File: src/rtl/telemetry_uart_tx.sv
// UART 8N1 transmitter for a fixed 16-byte telemetry frame:
// "M:SS DDDD VV F\r\n", where F is 'E' if times_up else 'R'.
module telemetry_uart_tx #(
   parameter int unsigned CLK_HZ = 100_000_000,
   parameter int unsigned BAUD   = 9600
) (
   input  logic       clk,
   input  logic       reset,
   input  logic       start,
   input  logic [6:0] mins,
   input  logic [6:0] tens,
   input  logic [6:0] ones,
   input  logic [6:0] distThousands,
   input  logic [6:0] distHundreds,
   input  logic [6:0] distTens,
   input  logic [6:0] distOnes,
   input  logic [6:0] speedTens,
   input  logic [6:0] speedOnes,
   input  logic       times_up,
   output logic       tx,
   output logic       busy,
   output logic       done
);

   localparam int unsigned CLKS_PER_BIT = CLK_HZ / BAUD;
   localparam int unsigned CNT_W        = (CLKS_PER_BIT < 2) ? 1 : $clog2(CLKS_PER_BIT);
   localparam logic [CNT_W-1:0] CNT_LAST = CNT_W'(CLKS_PER_BIT - 1);

   generate
      if (CLKS_PER_BIT < 2) begin : g_baud_check
         $fatal(1, "telemetry_uart_tx: CLK_HZ/BAUD must be at least 2");
      end
   endgenerate

   typedef enum logic [1:0] {IDLE, START_BIT, DATA_BITS, STOP_BIT} state_t;

   state_t           state, state_n;
   logic [CNT_W-1:0] baud_cnt, baud_cnt_n;
   logic [2:0]       bit_idx, bit_idx_n;
   logic [3:0]       byte_idx, byte_idx_n;
   logic             tx_n, busy_n, done_n;
   logic             load;
   logic [7:0]       cur_byte;

   logic [6:0] snap_mins, snap_tens, snap_ones;
   logic [6:0] snap_dth, snap_dhu, snap_dte, snap_don;
   logic [6:0] snap_ste, snap_son;
   logic       snap_times_up;

   always_ff @(posedge clk) begin
      if (!reset) begin
         state    <= IDLE;
         baud_cnt <= '0;
         bit_idx  <= '0;
         byte_idx <= '0;
         tx       <= 1'b1;
         busy     <= 1'b0;
         done     <= 1'b0;
      end else begin
         state    <= state_n;
         baud_cnt <= baud_cnt_n;
         bit_idx  <= bit_idx_n;
         byte_idx <= byte_idx_n;
         tx       <= tx_n;
         busy     <= busy_n;
         done     <= done_n;
      end
   end

   always_ff @(posedge clk) begin
      if (!reset) begin
         snap_mins     <= '0;
         snap_tens     <= '0;
         snap_ones     <= '0;
         snap_dth      <= '0;
         snap_dhu      <= '0;
         snap_dte      <= '0;
         snap_don      <= '0;
         snap_ste      <= '0;
         snap_son      <= '0;
         snap_times_up <= 1'b0;
      end else if (load) begin
         snap_mins     <= mins;
         snap_tens     <= tens;
         snap_ones     <= ones;
         snap_dth      <= distThousands;
         snap_dhu      <= distHundreds;
         snap_dte      <= distTens;
         snap_don      <= distOnes;
         snap_ste      <= speedTens;
         snap_son      <= speedOnes;
         snap_times_up <= times_up;
      end
   end

   always_comb begin
      cur_byte = 8'h20;
      case (byte_idx)
         4'd0:  cur_byte = {1'b0, snap_mins};
         4'd1:  cur_byte = 8'h3A;
         4'd2:  cur_byte = {1'b0, snap_tens};
         4'd3:  cur_byte = {1'b0, snap_ones};
         4'd4:  cur_byte = 8'h20;
         4'd5:  cur_byte = {1'b0, snap_dth};
         4'd6:  cur_byte = {1'b0, snap_dhu};
         4'd7:  cur_byte = {1'b0, snap_dte};
         4'd8:  cur_byte = {1'b0, snap_don};
         4'd9:  cur_byte = 8'h20;
         4'd10: cur_byte = {1'b0, snap_ste};
         4'd11: cur_byte = {1'b0, snap_son};
         4'd12: cur_byte = 8'h20;
         4'd13: cur_byte = snap_times_up ? 8'h45 : 8'h52;
         4'd14: cur_byte = 8'h0D;
         4'd15: cur_byte = 8'h0A;
         default: cur_byte = 8'h20;
      endcase
   end

   // tx/busy/done are registered, so each branch computes the level for the
   // cycle after the transition edge; this keeps every bit exactly one baud long.
   always_comb begin
      state_n    = state;
      baud_cnt_n = baud_cnt;
      bit_idx_n  = bit_idx;
      byte_idx_n = byte_idx;
      tx_n       = tx;
      busy_n     = busy;
      done_n     = 1'b0;
      load       = 1'b0;
      case (state)
         IDLE: begin
            baud_cnt_n = '0;
            bit_idx_n  = '0;
            byte_idx_n = '0;
            tx_n       = 1'b1;
            busy_n     = 1'b0;
            if (start) begin
               load    = 1'b1;
               state_n = START_BIT;
               tx_n    = 1'b0;
               busy_n  = 1'b1;
            end
         end
         START_BIT: begin
            if (baud_cnt == CNT_LAST) begin
               baud_cnt_n = '0;
               bit_idx_n  = '0;
               state_n    = DATA_BITS;
               tx_n       = cur_byte[0];
            end else begin
               baud_cnt_n = baud_cnt + 1'b1;
            end
         end
         DATA_BITS: begin
            if (baud_cnt == CNT_LAST) begin
               baud_cnt_n = '0;
               if (bit_idx == 3'd7) begin
                  state_n = STOP_BIT;
                  tx_n    = 1'b1;
               end else begin
                  bit_idx_n = bit_idx + 1'b1;
                  tx_n      = cur_byte[bit_idx_n];
               end
            end else begin
               baud_cnt_n = baud_cnt + 1'b1;
            end
         end
         STOP_BIT: begin
            if (baud_cnt == CNT_LAST) begin
               baud_cnt_n = '0;
               if (byte_idx == 4'd15) begin
                  state_n    = IDLE;
                  byte_idx_n = '0;
                  tx_n       = 1'b1;
                  busy_n     = 1'b0;
                  done_n     = 1'b1;
               end else begin
                  byte_idx_n = byte_idx + 1'b1;
                  state_n    = START_BIT;
                  tx_n       = 1'b0;
               end
            end else begin
               baud_cnt_n = baud_cnt + 1'b1;
            end
         end
         default: state_n = IDLE;
      endcase
   end

endmodule

File: config.mk
export PLATFORM = sky130hd
export DESIGN_NAME = telemetry_uart_tx
export DESIGN_NICKNAME = d
export VERILOG_FILES = /design/src/rtl/telemetry_uart_tx.sv
export SDC_FILE = /design/constraint.sdc
export NUM_CORES = 1
export LEC_CHECK = 0
export ABC_AREA = 1
export ABC_CLOCK_PERIOD_IN_PS = 1860
export CORE_MARGIN = 2
export CORE_UTILIZATION = 50
export CTS_BUF_LIST = sky130_fd_sc_hd__clkbuf_4
export DETAILED_ROUTE_END_ITERATION = 6
export PLACE_DENSITY = 0.78
export SETUP_SLACK_MARGIN = 0.2
export SLEW_MARGIN = 20
export SYNTH_ARGS = -nofsm -noshare
export SYNTH_HDL_FRONTEND = slang
export SYNTH_SLANG_ARGS = --single-unit
export TNS_END_PERCENT = 5
File: constraint.sdc
create_clock -name clk -period 1.86 [get_ports clk]
set_input_delay 0.372 -clock clk [delete_from_list [all_inputs] [get_ports clk]]
set_output_delay 0.372 -clock clk [all_outputs]
set_load 0.1 [all_outputs]
Yosys cells after proc, flatten, opt, wreduce, memory -nomap -nowiden
Index checks and enable logic that the tools add are counted.
{ "totals": {"ff_bits": 90, "wordCells": 92, "input_bits": 67} }
{ "op_classes": {"mux": 32, "reduce_logical": 12, "n_eq_ne": 27, "magnitude_cmp": 1, "add_sub_neg": 3} }
{ "op_table": {"columns": ["cell", "n"], "rows": [
  ["$pmux W8 S14", 1],
  ["$eq A4 B4 Y1 const B", 8],
  ["$pmux W14 S2", 1],
  ["$eq A4 B3 Y1 const B", 4],
  ["$add A14 B1 Y14 const B", 1],
  ["$eq A14 B14 Y1 const B", 1],
  ["$mux W14", 1],
  ["$ne A2 B2 Y1 const B", 7],
  ["$mux W1", 12],
  ["$mux W2", 5],
  ["$mux W3", 3],
  ["$pmux W3 S3", 1],
  ["$reduce_and A3 Y1", 3],
  ["$eq A4 B2 Y1 const B", 2],
  ["$mux W4", 2],
  ["$pmux W2 S4", 1],
  ["$pmux W4 S2", 1],
  ["$reduce_or A3 Y1", 2],
  ["$mux W5", 1],
  ["$reduce_and A5 Y1", 1],
  ["$add A4 B1 Y4 const B", 1],
  ["$eq A2 B2 Y1 const B", 2],
  ["$eq A4 B1 Y1 const B", 1],
  ["$logic_not A4 Y1", 1],
  ["other kinds (12)", 12]
]} }

Logic depth before layout (Yosys ltp)
Gate-level depths: netlist (run 1).
{ "logic_depth": {"word_depth": 8, "ltp_mapped": 17} }

Least setup slack after synthesis (run 1)
OpenSTA, ideal clock, no wires.
{ "synth_timing": {"path_type": "register to register", "from": "register byte_idx[0]", "to": "register tx", "arrival_ps": 1834, "path_slack_ps": -86, "period_less_slack_ps": 1946, "setup_time_ps": 112, "path_stages_with_launch": 17, "path_cell_list": "dfxtp_1 > inv_1 > ha_1 > buf_2 > nand2_2 > nand2_1 > nor2_4 > nand3_2 > or2_1 > nand2_1 > nand2_1 > nand2_1 > nand3_1 > nand2_1 > nand2_1 > nand2_1 > nand2_1"} }
{ "synth_between": {"elab_chain_cells": 8, "elab_cells_between_ends": 26, "classes_between": "eq/ne (15); mux (9); reduce/logical (2)"} }
{ "synth_lines": {"columns": ["element", "line_no", "source"], "rows": [
  ["from (decl)", "40", "logic [3:0] byte_idx, byte_idx_n;"],
  ["from (signal assigned)", "63", "byte_idx <= byte_idx_n;"],
  ["$eq A4 B4 Y1 / $eq A4 B3 Y1 (equally long branches)", "98", "case (byte_idx)"],
  ["$reduce_or A3 Y1 (no source line)", null, null],
  ["$pmux W8 S14", "98", null],
  ["$bmux W1 S3", "162", "tx_n = cur_byte[bit_idx_n];"],
  ["$mux W1 (not written as such)", "162", null],
  ["$mux W1", "157", "if (bit_idx == 3'd7) begin"],
  ["$mux W1", "155", "if (baud_cnt == CNT_LAST) begin"],
  ["$pmux W1 S4 *", "130", "case (state)"],
  ["to (signal assigned)", "64", "tx <= tx_n;"],
  ["to (decl)", "20", "output logic tx,"]
]} }
Every way passes the cells marked *; elsewhere a longest branch is shown, timed or not. The select of a mux whose other input is x is not followed.
A chain may end at the register's enable or synchronous reset.

Final worst setup path (run 1)
Ends and elaborated chain as after synthesis.

==> results of run 1 <==
-- worst min-delay path, stage by stage --
cell	delay [ps]
buf_2	110
inv_1	170
a21oi_1	150
-- cell type report --
class	instances	area (um^2)
tap	108	135
multi-input combinational	475	2530
inverter	64	245
timing repair buffer	107	1080
clock inverter	7	51.3
fill	740	2700
clock buffer	9	67.6
sequential	90	1820
-- timing repair --
action / in CTS / in global routing
pin swaps: 31 / 13
hold buffers: 0 / 0
endpoints found under the setup margin: 22 / 66
setup buffers: 5 / 4
resized for setup: 47 / 37
-- final timing paths --
check / end / slack, ps / cells past startpoint
setup / recovery: tx / -20 / 15
setup reg to reg: tx / -20 / 15
hold reg to reg: baud_cnt[0] / 450 / 1
hold / removal: bit_idx[2] / 380 / 3
-- cell usage in the layout (no fill, tap or decap), drive strengths merged, types with 3 or more instances in the layout --
cell type	count
inv	66
nand4	28
clkdlybuf4s50	65
nand2	105
nand3	38
clkinv	3
nor3b	4
ha	12
clkbuf	9
o21ai	81
a21oi	25
nor2	163
dfxtp	90
a31oi	3
buf	42
nor3	10
-- logic make-up after synthesis --
kind of cell / after synthesis
and+or+nand+nor: 351
xor gates and xnor gates: 1
DFF: 90
adders and majority gates: 12
AOI/OAI and AO/OA: 111
buffers and inverters: 94
-- where the power goes --
group          switching [mW]  internal, mW
clock                   0.698         0.281
combinational            1.37         0.975
sequential              0.337          2.38
-- cell usage after synthesis, types with 2 or more instances --
master	number	area, um^2
buf_2	7	35.0
a21oi_1	25	125
clkbuf_1	19	71.3
nand2_2	3	18.8
nor3b_1	4	30.0
nand2_1	102	383
nand3_2	2	20.0
o21ai_0	81	405
dfxtp_1	90	1800
ha_1	12	150
nor2_1	159	597
nor2_4	3	33.8
buf_1	2	7.51
nand4_1	28	175
inv_1	62	233
nand3_1	36	180
nor4_1	2	12.5
a31oi_1	3	18.8
nor3_1	9	45.0
-- routing by layer --
metal,wire (um),vias to the layer above,share of wire
li1,-,2315,-
met1,5420,2133,0.45
met2,5800,147,0.48
met3,652,27,0.054
met4,265,0,0.022
met5,0,-,0
-- registers in the layout (all words and copies together) (netlist names), 3 cells and up --
register and cells:
snap_mins 7, snap_don 7, bit_idx 3, snap_dhu 7
snap_dth 7, snap_son 7, byte_idx 4, snap_tens 7
snap_ste 7, baud_cnt 14, snap_dte 7, snap_ones 7
-- through the flow --
step	hold slack, ps	setup TNS [ps]
2_1_floorplan	418	0
3_3_place_gp	430	-9.93
3_5_place_dp	436	-94.2
4_1_cts	351	-3.19
5_1_grt	386	-1080
6_report	382	-24.5
==> metrics.yaml, run 1 <==
synth_simple_gate_area_frac: 0.344
max_stage_delay_ps: 430
vias: 4622
dpl.cell_count: 835
io_pins: 70
port_buffers: 69
synth_cells: 659
syn_area_per_cell_um2: 6.70
final_util: 0.688
syn_area_um2: 4420
tritoncts: "built"
nNetsFinal: 826
fin_ws_ps: -24.5
finalCriticalPeriod_ps: 1880
status: "finished, violations left"
htreeDepth: 3
fin_skew_ps: 20.4
synth_edf_count: 0
grt_overflow: 0
ant_nets: 0
hpwl_um: 8720
grt_util_met1: 0.328
grt_use_met2: 0.437
clock_latency_ps: 460
async_reset_ff_frac: 0
irDropWorstVdd_mv: 0.584
synth_warnings: 0
cp-startpoint: "byte_idx[0]"
antenna_found_initial: 0
power_mw: 6.03
drt_iter0_markers: 251
cts_num_sinks: 90
violations: "negative setup slack"
startpoint_type: "flip-flop"
grtUsageMet3: 0.0451
cp_top_family: "simple AND/OR/NAND/NOR gates"
dpl-instance-area_um2: 5440
grt_pass1_vias: 4401
hold_class: "input port to flip-flop"
maxCapViolations: 0
finalHoldViolCount: 0
grt_max_degree: 70
drc: 0
drv_slew: 0
stdcell_count: 860
wl_um: 12100
ys_ff_latch: 90
top_usage_layer: "met2"
min_from: "reset"
die_h_um: 98.0
crit_fanout: 8
die_w_um: 98.0
setup_viol: 1
antenna_cells: 0
timing.slew.headroom: 0.748
grt_util_all_layers: 0.259
path_class: "flip-flop to flip-flop"
fin_crit_sh: 1.01
dp_slack_ps: -85.4
worst_pin_slew_ps: 374
gp_congestion: 0.957
cp.required_ps: 2220
final_area_um2: 5940
root_buffer: "clkbuf_4"
path_cells: "inv_4 > ha_4 > buf_6 > nand3_1 > nand2_1 > nor2_1 > nand2_1 > nor2_2 > nand3_1 > nand3_1 > a21oi_1 > nand2_1 > nand2_1 > nand2_1 > nand2_1"
power_density_nw_per_um2: 1020
critPathBufInv: 2
fp.dieArea_um2: 9600
areaGrowthSynthToFinish_pct: 34.5
rsz0062_at_grt: "yes"
ys.flop_type: "dfxtp_1"
clockBufferDepth: 2
worst_ep_arrival_time_ps: 2250
synth_compound_area_frac: 0.128
synth_mux_area_frac: 0
leakage_nw: 2.51
start_util: 0.511
synth_top_family_by_area: "simple AND/OR/NAND/NOR gates"
drive_above_1_share: 0.176
synth_adder_area_share: 0.0340
grt_pass1_wl_um: 20300
cp-end-kind: "flip-flop"
crit_path_frequent_cell: "nand2_1"
syn_nets: 738
drt_pass1_iterations: 6
fmax_ghz: 0.531
core_um2: 8640
path_clk_slew_ps: 150
slowest_stage: "dfxtp_4"
synth-xor-area-share: 0.00198
synth_cell_types: 29
yosysSeqAreaShare: 0.408
post_drt_wl_per_cell_um: 14.1
via_per_inst: 5.37
rows: 34
cts_buffers: 9
timing.rr.start: "byte_idx[0]"
Note: power is estimated with default switching activity, not from simulation.
==> inputs of run 2 (changes only) <==
--- a/config.mk
+++ b/config.mk
@@ -13,7 +13,7 @@
 export DETAILED_ROUTE_END_ITERATION = 6
 export PLACE_DENSITY = 0.78
 export SETUP_SLACK_MARGIN = 0.2
-export SLEW_MARGIN = 20
+export SLEW_MARGIN = 0
 export SYNTH_ARGS = -nofsm -noshare
 export SYNTH_HDL_FRONTEND = slang
 export SYNTH_SLANG_ARGS = --single-unit
==> results of run 2 <==
No change in the layout: final DEF, timing and power equal those of run 1.
==> inputs of run 3 (changes only) <==
--- a/config.mk
+++ b/config.mk
@@ -5,13 +5,12 @@
 export SDC_FILE = /design/constraint.sdc
 export NUM_CORES = 1
 export LEC_CHECK = 0
-export ABC_AREA = 1
 export ABC_CLOCK_PERIOD_IN_PS = 1860
 export CORE_MARGIN = 2
 export CORE_UTILIZATION = 50
 export CTS_BUF_LIST = sky130_fd_sc_hd__clkbuf_4
 export DETAILED_ROUTE_END_ITERATION = 6
-export PLACE_DENSITY = 0.78
+export PLACE_DENSITY = 0.79
 export SETUP_SLACK_MARGIN = 0.2
 export SLEW_MARGIN = 0
 export SYNTH_ARGS = -nofsm -noshare
==> run 3 against run 2 <==
The flow still finishes with violations (negative setup slack); fmax rose by 0.28%; register-to-register slack barely moved; sequential share of layout area is 1.3 points higher; routed wire length is 0.30% lower; utilization increased by 0.46 points; die area fell by 3.5%; clock-buffer cell count grew 2; non-clock buffer count up 6; sequential cell count unchanged; critical path depth decreased by 6; sequential power decreased by 8.9%; largest power group unchanged.
==> metrics.yaml, run 3 <==
status: "finished, violations left"
violations: "negative setup slack"
finalCriticalPeriod_ps: 1880  # -5.34 ps
rsz0062_at_grt: "yes"
wl_um: 12100  # -0.30%
drt_iter0_markers: 260  # +3.6%
synth_edf_count: 0  # unchanged
syn_area_um2: 4250  # -3.7%
drive_above_1_share: 0.180  # +0.00444
synth_warnings: 0  # unchanged
synth_top_area_share: 0.424  # +0.0156
worst_pin_slew_ps: 376  # +2.67 ps
regMostFlops: "baud_cnt"
tritoncts: "built"
hold_class: "flip-flop to flip-flop"
fin_crit_sh: 1.01  # -0.00287
grt_util_all_layers: 0.266  # +0.00752
antenna_cells: 0  # unchanged
cts_buffers: 9  # unchanged
power_mw: 5.43  # -9.9%
grt_max_degree: 46  # -34%
start_util: 0.518  # +0.00629
io_pins: 70  # unchanged
worst_ep_arrival_time_ps: 2230  # -20 ps
synth_cells: 549  # -17%
syn_nets: 628  # -15%
yosysTopAreaCell: "dfxtp_1"
setup_tns_ps: -19.1  # +5.34 ps
die_w_um: 96.2  # -1.8%
maxCapViolations: 0  # unchanged
crit_fanout: 12  # +4
grt_pass1_vias: 4072  # -7.5%
die_h_um: 96.2  # -1.8%
syn_area_per_cell_um2: 7.75  # +16%
setup_viol: 1  # unchanged
path_clk_slew_ps: 130  # -20 ps
drv_slew: 0  # unchanged
cp-end-kind: "flip-flop"
cp.required_ps: 2210  # about the same
final_common_cell: "nand2_1"
antenna_found_initial: 0  # unchanged
yosysSeqAreaShare: 0.424  # +0.0156
path_class: "flip-flop to flip-flop"
fmax_ghz: 0.532  # +0.28%
drc: 0  # unchanged
synth_most_common_cell: "nand2_1"
synth_cell_types: 55  # +90%
clockBufferDepth: 2  # unchanged
fp.dieArea_um2: 9260  # -3.5%
post_drt_wl_per_cell_um: 16.3  # +15%
via_per_inst: 5.69  # +5.9%
irDropWorstVdd_mv: 0.477  # -18%
ant_nets: 0  # unchanged
drt_pass1_iterations: 6  # unchanged
finalHoldViolCount: 0  # unchanged
grt_pass1_wl_um: 19000  # -6.3%
startpoint_type: "flip-flop"
ys.flop_type: "dfxtp_1"
gp_congestion: 0.917  # -4.2%
async_reset_ff_frac: 0  # unchanged
grt_overflow: 0  # unchanged
vias: 4236  # -8.4%
core_um2: 8220  # -4.9%
path_cells: "inv_2 > ha_4 > buf_4 > nand2_1 > o211ai_1 > a221oi_2 > a221oi_1 > a21oi_1 > o221ai_1"
ys_ff_latch: 90  # unchanged
nNetsFinal: 713  # -14%
power_density_nw_per_um2: 955  # -6.0%
max_stage_delay_ps: 400  # -30 ps
cts_num_sinks: 90  # unchanged
rows: 33  # -2.9%
root_buffer: "clkbuf_4"
timing.slew.headroom: 0.748  # -0.000849
leakage_nw: 2.04  # -19%
areaGrowthSynthToFinish_pct: 33.7
final_cell_mix: "nand2_1 (147), dfxtp_1 (82), a21oi_1 (81)"
port_buffers: 69  # unchanged
n_fill_cell: 696  # -5.9%
synth_top_cells_by_area: "dfxtp_1 (42%), nand2_1 (13%), a21oi_1 (9.9%)"
netlist_top_cells_count: "nand2_1 (148), dfxtp_1 (90), a21oi_1 (84)"
final_util: 0.692  # +0.00462
htreeDepth: 3  # unchanged
largest_register_ffs: 14  # unchanged
clock_latency_ps: 430  # -30 ps
fin_ws_ps: -19.1  # +5.34 ps
hpwl_um: 8480  # -2.8%
fin_skew_ps: 18.4  # -2.03 ps
slowest_stage: "dfxtp_4"
hold_buffers: 0  # unchanged
-- run 3: path summary, 6_finish.rpt --
check,from,endpoint,slack [ps],depth (start not counted)
min,snap_tens[2],snap_tens[2],460,2
min reg2reg,snap_tens[2],snap_tens[2],460,2
max,byte_idx[0],tx,-20,9
max reg2reg,byte_idx[0],tx,-20,9
-- run 3: area by class of cell --
cell class                      instances  area [um^2]  area share
Multi-Input combinational cell        406         2420       0.425
Sequential cell                        90         1820       0.320
Timing Repair Buffer                  113         1120       0.197
Tap cell                              105          131      0.0231
Clock buffer                           11         82.6      0.0145
Clock inverter                          5         61.3      0.0108
Inverter                               14         55.1     0.00968
-- run 3: repair_timing --
| item | in CTS | in global routing |
|---|---|---|
| resized for setup | 24 | 18 |
| setup endpoints to repair | 74 | 42 |
| endpoints found under the hold margin | 0 | 0 |
| pin swaps | 23 | 22 |
| buffers inserted | 8 | 8 |
-- run 3: cells by family (layout without fill, tap and decap cells) --
| kind of cell | count (synthesis) | count (layout) | share of synthesized area |
|---|---|---|---|
| AND/OR/NAND/NOR | 237 | 237 | 0.247 |
| XOR/XNOR | 10 | 10 | 0.0206 |
| flip-flops | 90 | 90 | 0.424 |
| buffers and inverters | 53 | 143 | 0.0568 |
| multiplexers | 3 | 3 | 0.00736 |
| AO/OA/AOI/OAI | 144 | 144 | 0.210 |
| adder cells (fa/ha/maj) | 12 | 12 | 0.0353 |
-- run 3: layer usage --
layer  GRT usage  vias to the layer above  wire, um
li1            -                     2060         -
met1       0.340                     1998      5090
met2       0.449                      159      5960
met3      0.0517                       19       816
met4      0.0893                        0       231
met5           0                        -         0
-- run 3: power breakdown --
group | leakage [nW] | internal (mW) | switching, mW
Clock | 0.0780 | 0.449 | 0.653
Sequential | 0.740 | 2.23 | 0.245
Combinational | 1.22 | 0.775 | 1.08
-- run 3: worst max-delay path, delay by kind of cell, from the launching register on --
kind	cells	cell delay, ps
adders and majority gates	1	230
DFF	1	400
AOI/OAI and AO/OA	5	800
and+or+nand+nor	1	70
buffers and inverters	2	310
-- run 3: stage by stage --
| step | std cells | hold slack [ps] | cell area [um^2] | worst slack [ps] |
|---|---|---|---|---|
| 2_1_floorplan | 549 | 415 | 4340 | 146 |
| 3_3_place_gp | 712 | 422 | 5250 | -38.0 |
| 3_5_place_dp | 712 | 430 | 5250 | -93.6 |
| 4_1_cts | 736 | 453 | 5560 | -12.1 |
| 5_1_grt | 744 | 453 | 5690 | -142 |
| 6_report | 744 | 464 | 5690 | -19.1 |
